File: src/rtl/fp_addsub_if.sv
// fp_addsub_if: request/result bundle for the fp_addsub unit.
// master drives start/op/a/b; slave returns result/done/busy/flags.
interface fp_addsub_if #(
  parameter int EXP_W = 8,
  parameter int MAN_W = 23
);
  localparam int W = 1 + EXP_W + MAN_W;

  logic         start;
  logic         op;
  logic [W-1:0] a;
  logic [W-1:0] b;
  logic [W-1:0] result;
  logic         done;
  logic         busy;
  logic [2:0]   flags;

  modport master (
    output start, op, a, b,
    input  result, done, busy, flags
  );

  modport slave (
    input  start, op, a, b,
    output result, done, busy, flags
  );
endinterface

File: src/rtl/fp_addsub.sv
// fp_addsub: multi-cycle IEEE-754-style adder/subtractor, FSM
// IDLE>UNPACK>ALIGN>ADD>NORM>ROUND; specials finish in UNPACK.
// Ports: clk, reset (sync, active-high), bus (fp_addsub_if.slave):
//   start/op/a/b in; result/done/busy/flags{inv,ovf,unf} out.
// Define FP_ADDSUB_RNE_EN for round-to-nearest-even; else truncate.
module fp_addsub #(
  parameter int EXP_W = 8,
  parameter int MAN_W = 23
) (
  input logic         clk,
  input logic         reset,
  fp_addsub_if.slave  bus
);
  localparam int W  = 1 + EXP_W + MAN_W;
  localparam int L  = MAN_W + 4;
  localparam int EW = EXP_W + 2;
  localparam logic [EXP_W-1:0] EMAX = '1;
  localparam logic [W-1:0] QNAN =
    {1'b0, EMAX, 1'b1, {(MAN_W-1){1'b0}}};

  typedef enum logic [2:0] {
    IDLE, UNPACK, ALIGN, ADD, NORM, ROUND
  } state_t;

  state_t state, state_nx;

  logic [W-1:0]     a_r, b_r;
  logic             op_r;
  logic             x_s, y_s;
  logic [EXP_W-1:0] x_e, y_e;
  logic [MAN_W:0]   x_m, y_m;
  logic [L-1:0]     xa, ya;
  logic             sub_r, r_s;
  logic [EW-1:0]    r_e;
  logic [L:0]       sum_r;
  logic [L-1:0]     n_r;
  logic [EW-1:0]    ne_r;
  logic             z_r;

  logic [W-1:0]     result_r;
  logic [2:0]       flags_r;
  logic             done_r;

  // Unpack and classify; subnormals flush to signed zero.
  logic             sa, sb;
  logic [EXP_W-1:0] ea, eb;
  logic [MAN_W-1:0] ma, mb;
  logic             nan_a, nan_b, inf_a, inf_b, zero_a, zero_b;
  logic             a_big;

  assign sa     = a_r[W-1];
  assign sb     = b_r[W-1] ^ op_r;
  assign ea     = a_r[W-2:MAN_W];
  assign eb     = b_r[W-2:MAN_W];
  assign ma     = (ea == '0) ? '0 : a_r[MAN_W-1:0];
  assign mb     = (eb == '0) ? '0 : b_r[MAN_W-1:0];
  assign nan_a  = (ea == EMAX) && (ma != '0);
  assign nan_b  = (eb == EMAX) && (mb != '0);
  assign inf_a  = (ea == EMAX) && (ma == '0);
  assign inf_b  = (eb == EMAX) && (mb == '0);
  assign zero_a = (ea == '0);
  assign zero_b = (eb == '0);
  assign a_big  = {ea, ma} >= {eb, mb};

  logic         sp;
  logic [W-1:0] sp_res;
  logic [2:0]   sp_fl;

  always_comb begin
    sp     = 1'b1;
    sp_res = '0;
    sp_fl  = '0;
    if (nan_a || nan_b) begin
      sp_res = QNAN;
    end else if (inf_a && inf_b) begin
      if (sa != sb) begin
        sp_res = QNAN;
        sp_fl  = 3'b100;
      end else begin
        sp_res = {sa, EMAX, {MAN_W{1'b0}}};
      end
    end else if (inf_a) begin
      sp_res = {sa, EMAX, {MAN_W{1'b0}}};
    end else if (inf_b) begin
      sp_res = {sb, EMAX, {MAN_W{1'b0}}};
    end else if (zero_a && zero_b) begin
      sp_res = {sa & sb, {(W-1){1'b0}}};
    end else if (zero_a) begin
      sp_res = {sb, eb, mb};
    end else if (zero_b) begin
      sp_res = {sa, ea, ma};
    end else begin
      sp = 1'b0;
    end
  end

  // Align: shift smaller significand, fold lost bits into sticky.
  logic [EXP_W-1:0] d;
  logic [L-1:0]     y_ext;
  logic [2*L-1:0]   full;
  logic [L-1:0]     ya_nx;

  always_comb begin
    d     = x_e - y_e;
    y_ext = {y_m, 3'b000};
    full  = '0;
    ya_nx = L'(1);
    if (32'(d) < MAN_W + 3) begin
      full  = {y_ext, {L{1'b0}}} >> d;
      ya_nx = {full[2*L-1:L+1], full[L] | (|full[L-1:0])};
    end
  end

  // Normalise: carry shifts right, else leading one to the top.
  int           lead;
  int           sh;
  logic [L-1:0] n_nx;
  logic [EW-1:0] e_nx;

  always_comb begin
    lead = 0;
    for (int i = 0; i < L; i++) begin
      if (sum_r[i]) lead = i;
    end
    sh   = L - 1 - lead;
    n_nx = sum_r[L-1:0];
    e_nx = r_e;
    if (sum_r[L]) begin
      n_nx = {sum_r[L:2], sum_r[1] | sum_r[0]};
      e_nx = r_e + EW'(1);
    end else begin
      n_nx = sum_r[L-1:0] << sh;
      e_nx = r_e - EW'(sh);
    end
  end

  // Round, renormalise on carry, range-check and pack.
  logic [MAN_W:0]   m_rn;
  logic             inc;
  logic [MAN_W+1:0] mr;
  logic [MAN_W-1:0] frac;
  logic [EW-1:0]    re;
  logic [W-1:0]     rn_res;
  logic [2:0]       rn_fl;

  assign m_rn = n_r[L-1:3];

`ifdef FP_ADDSUB_RNE_EN
  assign inc = n_r[2] & (n_r[1] | n_r[0] | m_rn[0]);
`else
  logic unused_grs;
  assign unused_grs = ^n_r[2:0];
  assign inc = 1'b0;
`endif

  always_comb begin
    mr     = {1'b0, m_rn} + {{(MAN_W+1){1'b0}}, inc};
    frac   = mr[MAN_W-1:0];
    re     = ne_r;
    rn_res = '0;
    rn_fl  = '0;
    if (mr[MAN_W+1]) begin
      frac = mr[MAN_W:1];
      re   = ne_r + EW'(1);
    end
    if (z_r) begin
      rn_res = '0;
    end else if (!re[EW-1] && re[EW-2:0] >= {1'b0, EMAX}) begin
      rn_res = {r_s, EMAX, {MAN_W{1'b0}}};
      rn_fl  = 3'b010;
    end else if (re[EW-1] || re == '0) begin
      rn_res = {r_s, {(W-1){1'b0}}};
      rn_fl  = 3'b001;
    end else begin
      rn_res = {r_s, re[EXP_W-1:0], frac};
    end
  end

  always_ff @(posedge clk) begin
    if (reset) state <= IDLE;
    else       state <= state_nx;
  end

  always_comb begin
    state_nx = state;
    unique case (state)
      IDLE:    if (bus.start) state_nx = UNPACK;
      UNPACK:  state_nx = sp ? IDLE : ALIGN;
      ALIGN:   state_nx = ADD;
      ADD:     state_nx = NORM;
      NORM:    state_nx = ROUND;
      ROUND:   state_nx = IDLE;
      default: state_nx = IDLE;
    endcase
  end

  always_ff @(posedge clk) begin
    unique case (state)
      IDLE: begin
        if (bus.start) begin
          a_r  <= bus.a;
          b_r  <= bus.b;
          op_r <= bus.op;
        end
      end
      UNPACK: begin
        if (a_big) begin
          x_s <= sa; x_e <= ea; x_m <= {1'b1, ma};
          y_s <= sb; y_e <= eb; y_m <= {1'b1, mb};
        end else begin
          x_s <= sb; x_e <= eb; x_m <= {1'b1, mb};
          y_s <= sa; y_e <= ea; y_m <= {1'b1, ma};
        end
      end
      ALIGN: begin
        xa    <= {x_m, 3'b000};
        ya    <= ya_nx;
        sub_r <= x_s ^ y_s;
        r_s   <= x_s;
        r_e   <= EW'(x_e);
      end
      ADD: begin
        sum_r <= sub_r ? {1'b0, xa} - {1'b0, ya}
                       : {1'b0, xa} + {1'b0, ya};
      end
      NORM: begin
        n_r  <= n_nx;
        ne_r <= e_nx;
        z_r  <= (sum_r == '0);
      end
      default: ;
    endcase
  end

  always_ff @(posedge clk) begin
    if (reset) begin
      result_r <= '0;
      flags_r  <= '0;
      done_r   <= 1'b0;
    end else begin
      done_r <= 1'b0;
      if (state == UNPACK && sp) begin
        result_r <= sp_res;
        flags_r  <= sp_fl;
        done_r   <= 1'b1;
      end else if (state == ROUND) begin
        result_r <= rn_res;
        flags_r  <= rn_fl;
        done_r   <= 1'b1;
      end
    end
  end

  assign bus.result = result_r;
  assign bus.flags  = flags_r;
  assign bus.done   = done_r;
  assign bus.busy   = (state != IDLE);
endmodule

File: src/flat_wrapper.sv
// flat-port wrapper written by rule: the top's interface ports become plain ports
module fp_addsub_flat 
#(
  parameter int EXP_W = 8,
  parameter int MAN_W = 23
)
  (clk, reset, bus_start, bus_op, bus_a, bus_b, bus_result, bus_done, bus_busy, bus_flags);
  fp_addsub_if #(.EXP_W(EXP_W), .MAN_W(MAN_W)) bus_i ();
  input logic clk;
  input logic reset;
  input wire logic [$bits(bus_i.start)-1:0] bus_start;
  input wire logic [$bits(bus_i.op)-1:0] bus_op;
  input wire logic [$bits(bus_i.a)-1:0] bus_a;
  input wire logic [$bits(bus_i.b)-1:0] bus_b;
  output wire logic [$bits(bus_i.result)-1:0] bus_result;
  output wire logic [$bits(bus_i.done)-1:0] bus_done;
  output wire logic [$bits(bus_i.busy)-1:0] bus_busy;
  output wire logic [$bits(bus_i.flags)-1:0] bus_flags;
  assign bus_i.start = bus_start;
  assign bus_i.op = bus_op;
  assign bus_i.a = bus_a;
  assign bus_i.b = bus_b;
  assign bus_result = bus_i.result;
  assign bus_done = bus_i.done;
  assign bus_busy = bus_i.busy;
  assign bus_flags = bus_i.flags;
  fp_addsub #(.EXP_W(EXP_W), .MAN_W(MAN_W)) u_core (.clk(clk), .reset(reset), .bus(bus_i));
endmodule
File: config.mk
export PLATFORM = sky130hd
export DESIGN_NAME = fp_addsub_flat
export DESIGN_NICKNAME = d
export VERILOG_FILES = /design/src/rtl/fp_addsub_if.sv /design/src/rtl/fp_addsub.sv /design/src/flat_wrapper.sv
export SDC_FILE = /design/constraint.sdc
export NUM_CORES = 1
export LEC_CHECK = 0
export CAP_MARGIN = 10
export CORE_UTILIZATION = 25
export CTS_BUF_LIST = sky130_fd_sc_hd__clkbuf_16
export CTS_CLUSTER_SIZE = 40
export DETAILED_ROUTE_END_ITERATION = 16
export SYNTH_ARGS = -nofsm -noshare
export SYNTH_HDL_FRONTEND = slang
export SYNTH_SLANG_ARGS = --single-unit
File: constraint.sdc
create_clock -name clk -period 9.6 [get_ports clk]
set_clock_uncertainty 0.15 [all_clocks]
set_input_delay 2.88 -clock clk [delete_from_list [all_inputs] [get_ports clk]]
set_output_delay 2.88 -clock clk [all_outputs]
set_load 0.02 [all_outputs]
==> impl_results.md <==
- Status: complete, no violations
- Reg2reg path depth: 18
- Clock buffer count from CTS: 34
- Post-CTS Setup Repair Bufs: 0
- Fin Hold WS: 0.2687 ns
- Starting Density: 0.2532
- Worst-path clk slew: 0.06 ns
- Power per cell area: 181.9 mW/mm^2
- DR WL/cell: 19.52 microns
- Hold Vio Cnt, Final: 0
- Worst-margin pin slew: 0.9155 ns
- Core area: 0.07027 sq mm
- WL final: 54950 microns
- Peak supply drop: 0.1238 mV
- Ant. Diodes: 0
- CTS Hold Bufs: 0
- Post-synth design cell area: 0.01779 sq mm
- Post-Syn Instances: 1777
- Initial antenna violation count: 1
- Boundary Pins: 105
- GP Congestion: 0.9078
- Hold_sp: u_core.x_m[18]
- Clk sinks: 290
- Synth warn: 0
- Fillers: 7242
- GR Overflow Total: 0
- Leakage: 8.029 nW
- Clk root buf: clkbuf_16
- CP Capture Type: flop
- CP Data Arrival Time: 5.49 ns
- Crit path required time: 9.72 ns
- Flops & latches, synth: 290
- Startpoint Class: flop
- Vias in the first global route: 13690
- Reg-to-reg endpoint: u_core.ne_r[8]
- DRT iter0 DRCs: 1195
- Worst r2r src: u_core.sum_r[16]
- CTS tree: done
- Vias per cell: 5.063
- Crit path cell chain: nor3_1 > o21ai_0 > and4_1 > a21oi_1 > a21oi_4 > buf_4 > inv_1 > ha_1 > xor2_4 > buf_4 > inv_2 > ha_1 > nor2b_1 > o21ai_0 > a21oi_1 > o2111ai_1 > a41oi_1 > o31ai_1
- Post-route ant nets: 0
- Tmin final: 5.376 ns
- Post-CTS sizing: 0
- Core Rows: 97
- Worst Hold Depth: 0
- Power Total: 3.836 mW
- Synthesized area per cell: 10.01 sq um
- Die X: 268.8 microns
- Largest net degree at the start of global routing: 68
- Class of the worst hold path: reg -> reg
- CP max-delay cell: edfxtp_1
- DIE AREA: 0.07223 sq mm
- Final setup fails: 0
- Setup CP Type: reg -> reg
- H-tree depth: 2
- Max incr delay on CP: 0.51 ns
- Ys flop type: edfxtp_1
- R2R setup slack: 4.22 ns
- Share of layout cells above drive strength 1: 0.07573
- Max transition margin: 0.3897
- Setup TNS: 0 ns
- Max-slew violation count: 0
- Total GRT Usage: 0.1508
- Drt drc: 0
- Buffers and inverters on the worst path: 4
- Die Y-Extent: 268.8 microns
- Fraction of registers with async set/reset: 0
- Layout area overhead: 18.58%
- Unique masters post-synth: 78
- Clk buf depth: 3
- Worst Hold End: u_core.xa[21]
- Later-pin clock latency in the skew report: 0.56 ns
- Register area share after synthesis: 0.4676
- DR vias: 14250
- PortBufs: 104
- Final period utilization: 0.5600
- CP delay by family, top: compound AO/OA/AOI/OAI gates
- HPWL after detailed placement: 41280 microns
- Total of max-cap violations: 0
- Final core utilization: 0.3002
- Fmax: 186.0 MHz
- Drt pass-1 iters: 5
- Total Nets Final: 2016
- RSZ-0062 raised after global routing: false
- Wire length of the first global-routing pass: 83150 microns
- Post-synth EDFFs: 251
- CP Max Fanout: 38
==> synthesized netlist by cell type, drive strengths merged (4+ instances only) <==
library cell  number  area share
o21bai             7      0.0030
nor3b              6      0.0025
mux2              29       0.018
o21ai             94       0.026
a22oi              7      0.0030
o21a              11      0.0046
ha                95       0.067
nor2             154       0.033
mux2i            114       0.064
o31ai             12      0.0051
or4                7      0.0030
and2               6      0.0021
clkbuf            68       0.014
a2111oi            4      0.0020
a31o               5      0.0025
or3                6      0.0021
buf               27      0.0063
o211ai            14      0.0059
nand2            205       0.043
nand3             32      0.0090
a31oi             23      0.0081
a22o               6      0.0030
xor2              10      0.0060
o311ai             6      0.0030
nand2b            16      0.0056
nor2b             16      0.0056
mux4              11       0.014
inv              113       0.024
a221oi            25       0.012
nor3              74       0.021
and3               6      0.0021
a21o              21      0.0089
o22ai              4      0.0014
edfxtp           251        0.42
dfxtp             39       0.044
nor4              29       0.010
a21oi             90       0.026
nand4             18      0.0063
a211oi            23      0.0097
xnor2             37       0.018
nand3b             4      0.0017
a221o              4      0.0023
==> final cells by class <==
class | instances | area (sq um) | area share
clock buffer | 36 | 900.9 | 0.04271
clock inverter | 25 | 291.5 | 0.01382
inverter | 114 | 427.9 | 0.02029
multi-input combinational | 1281 | 8751 | 0.4149
sequential | 290 | 8318 | 0.3943
tap | 940 | 1176 | 0.05576
timing repair buffer | 129 | 1229 | 0.05825
==> registers in the layout, summed over array words and instances, names as in the netlist, 3 cells and up <==
register and flops:
u_core.r_e 8, u_core.y_e 8, u_core.ne_r 10, u_core.a_r 32
u_core.xa 23, u_core.n_r 23, u_core.y_m 23, u_core.ya 27
u_core.bus.result 32, u_core.bus.flags 3, u_core.state 3, u_core.x_m 23
u_core.sum_r 28, u_core.b_r 32, u_core.x_e 8
==> per-stage QoR <==
stage               setup slack [ns]  instances  area (sq um)
floorplan                      2.307       1780         17800
global placement               4.288       2753         19890
detailed placement             4.261       2753         19890
CTS                            4.228       2814         21090
global route                   3.858       2815         21090
finish                         4.224       2815         21090
==> worst max path at each step <==
stage                startpoint                    end  slack [ns]  cells after the start
4_1_cts        u_core.sum_r[16]         u_core.ne_r[8]        4.23                     18
5_1_grt         u_core.sum_r[5]         u_core.ne_r[7]        3.86                     18
2_1_floorplan   u_core.state[1]  u_core.bus.result[10]        2.31                      7
3_3_place_gp     u_core.a_r[28]         u_core.x_m[11]        4.29                     17
3_5_place_dp   u_core.sum_r[16]         u_core.ne_r[8]        4.26                     18
6_report       u_core.sum_r[16]         u_core.ne_r[8]        4.22                     18
==> cell usage in the layout (no fill, tap or decap), types with 39 or more instances in the layout <==
cell type | Yosys | final
edfxtp_1 | 251 | 251
nand2_1 | 205 | 205
nor2_1 | 153 | 151
inv_1 | 111 | 116
mux2i_1 | 114 | 114
clkdlybuf4s50_1 | 0 | 104
ha_1 | 95 | 95
a21oi_1 | 89 | 88
o21ai_0 | 89 | 87
nor3_1 | 74 | 73
dfxtp_1 | 39 | 39
==> where the power goes <==
| part | internal [mW] | switching, mW |
|---|---|---|
| combinational | 0.339 | 0.563 |
| clock | 0.844 | 0.543 |
| sequential | 1.48 | 0.0623 |
| total | 2.67 | 1.17 |
==> kinds of logic (layout without fill, tap and decap cells) <==
| family | count (synthesis) | in the layout | share of synthesized area |
|---|---|---|---|
| and+or+nand+nor | 587 | 587 | 0.1510 |
| AOI/OAI and AO/OA | 389 | 389 | 0.1446 |
| DFF | 290 | 290 | 0.4676 |
| buffers and inverters | 209 | 304 | 0.04466 |
| muxes | 154 | 154 | 0.09643 |
| adders and majority gates | 100 | 100 | 0.07132 |
| xor gates and xnor gates | 47 | 47 | 0.02420 |
| other | 1 | 4 | 0.0002108 |
==> metal layers <==
layer	vias up	wire, microns	track usage
li1	6711	-	-
met1	7041	25180	0.2078
met2	429	25300	0.2422
met3	72	2961	0.01991
met4	0	1502	0.05114
met5	-	0	0
Note: power is estimated with default switching activity, not from simulation.
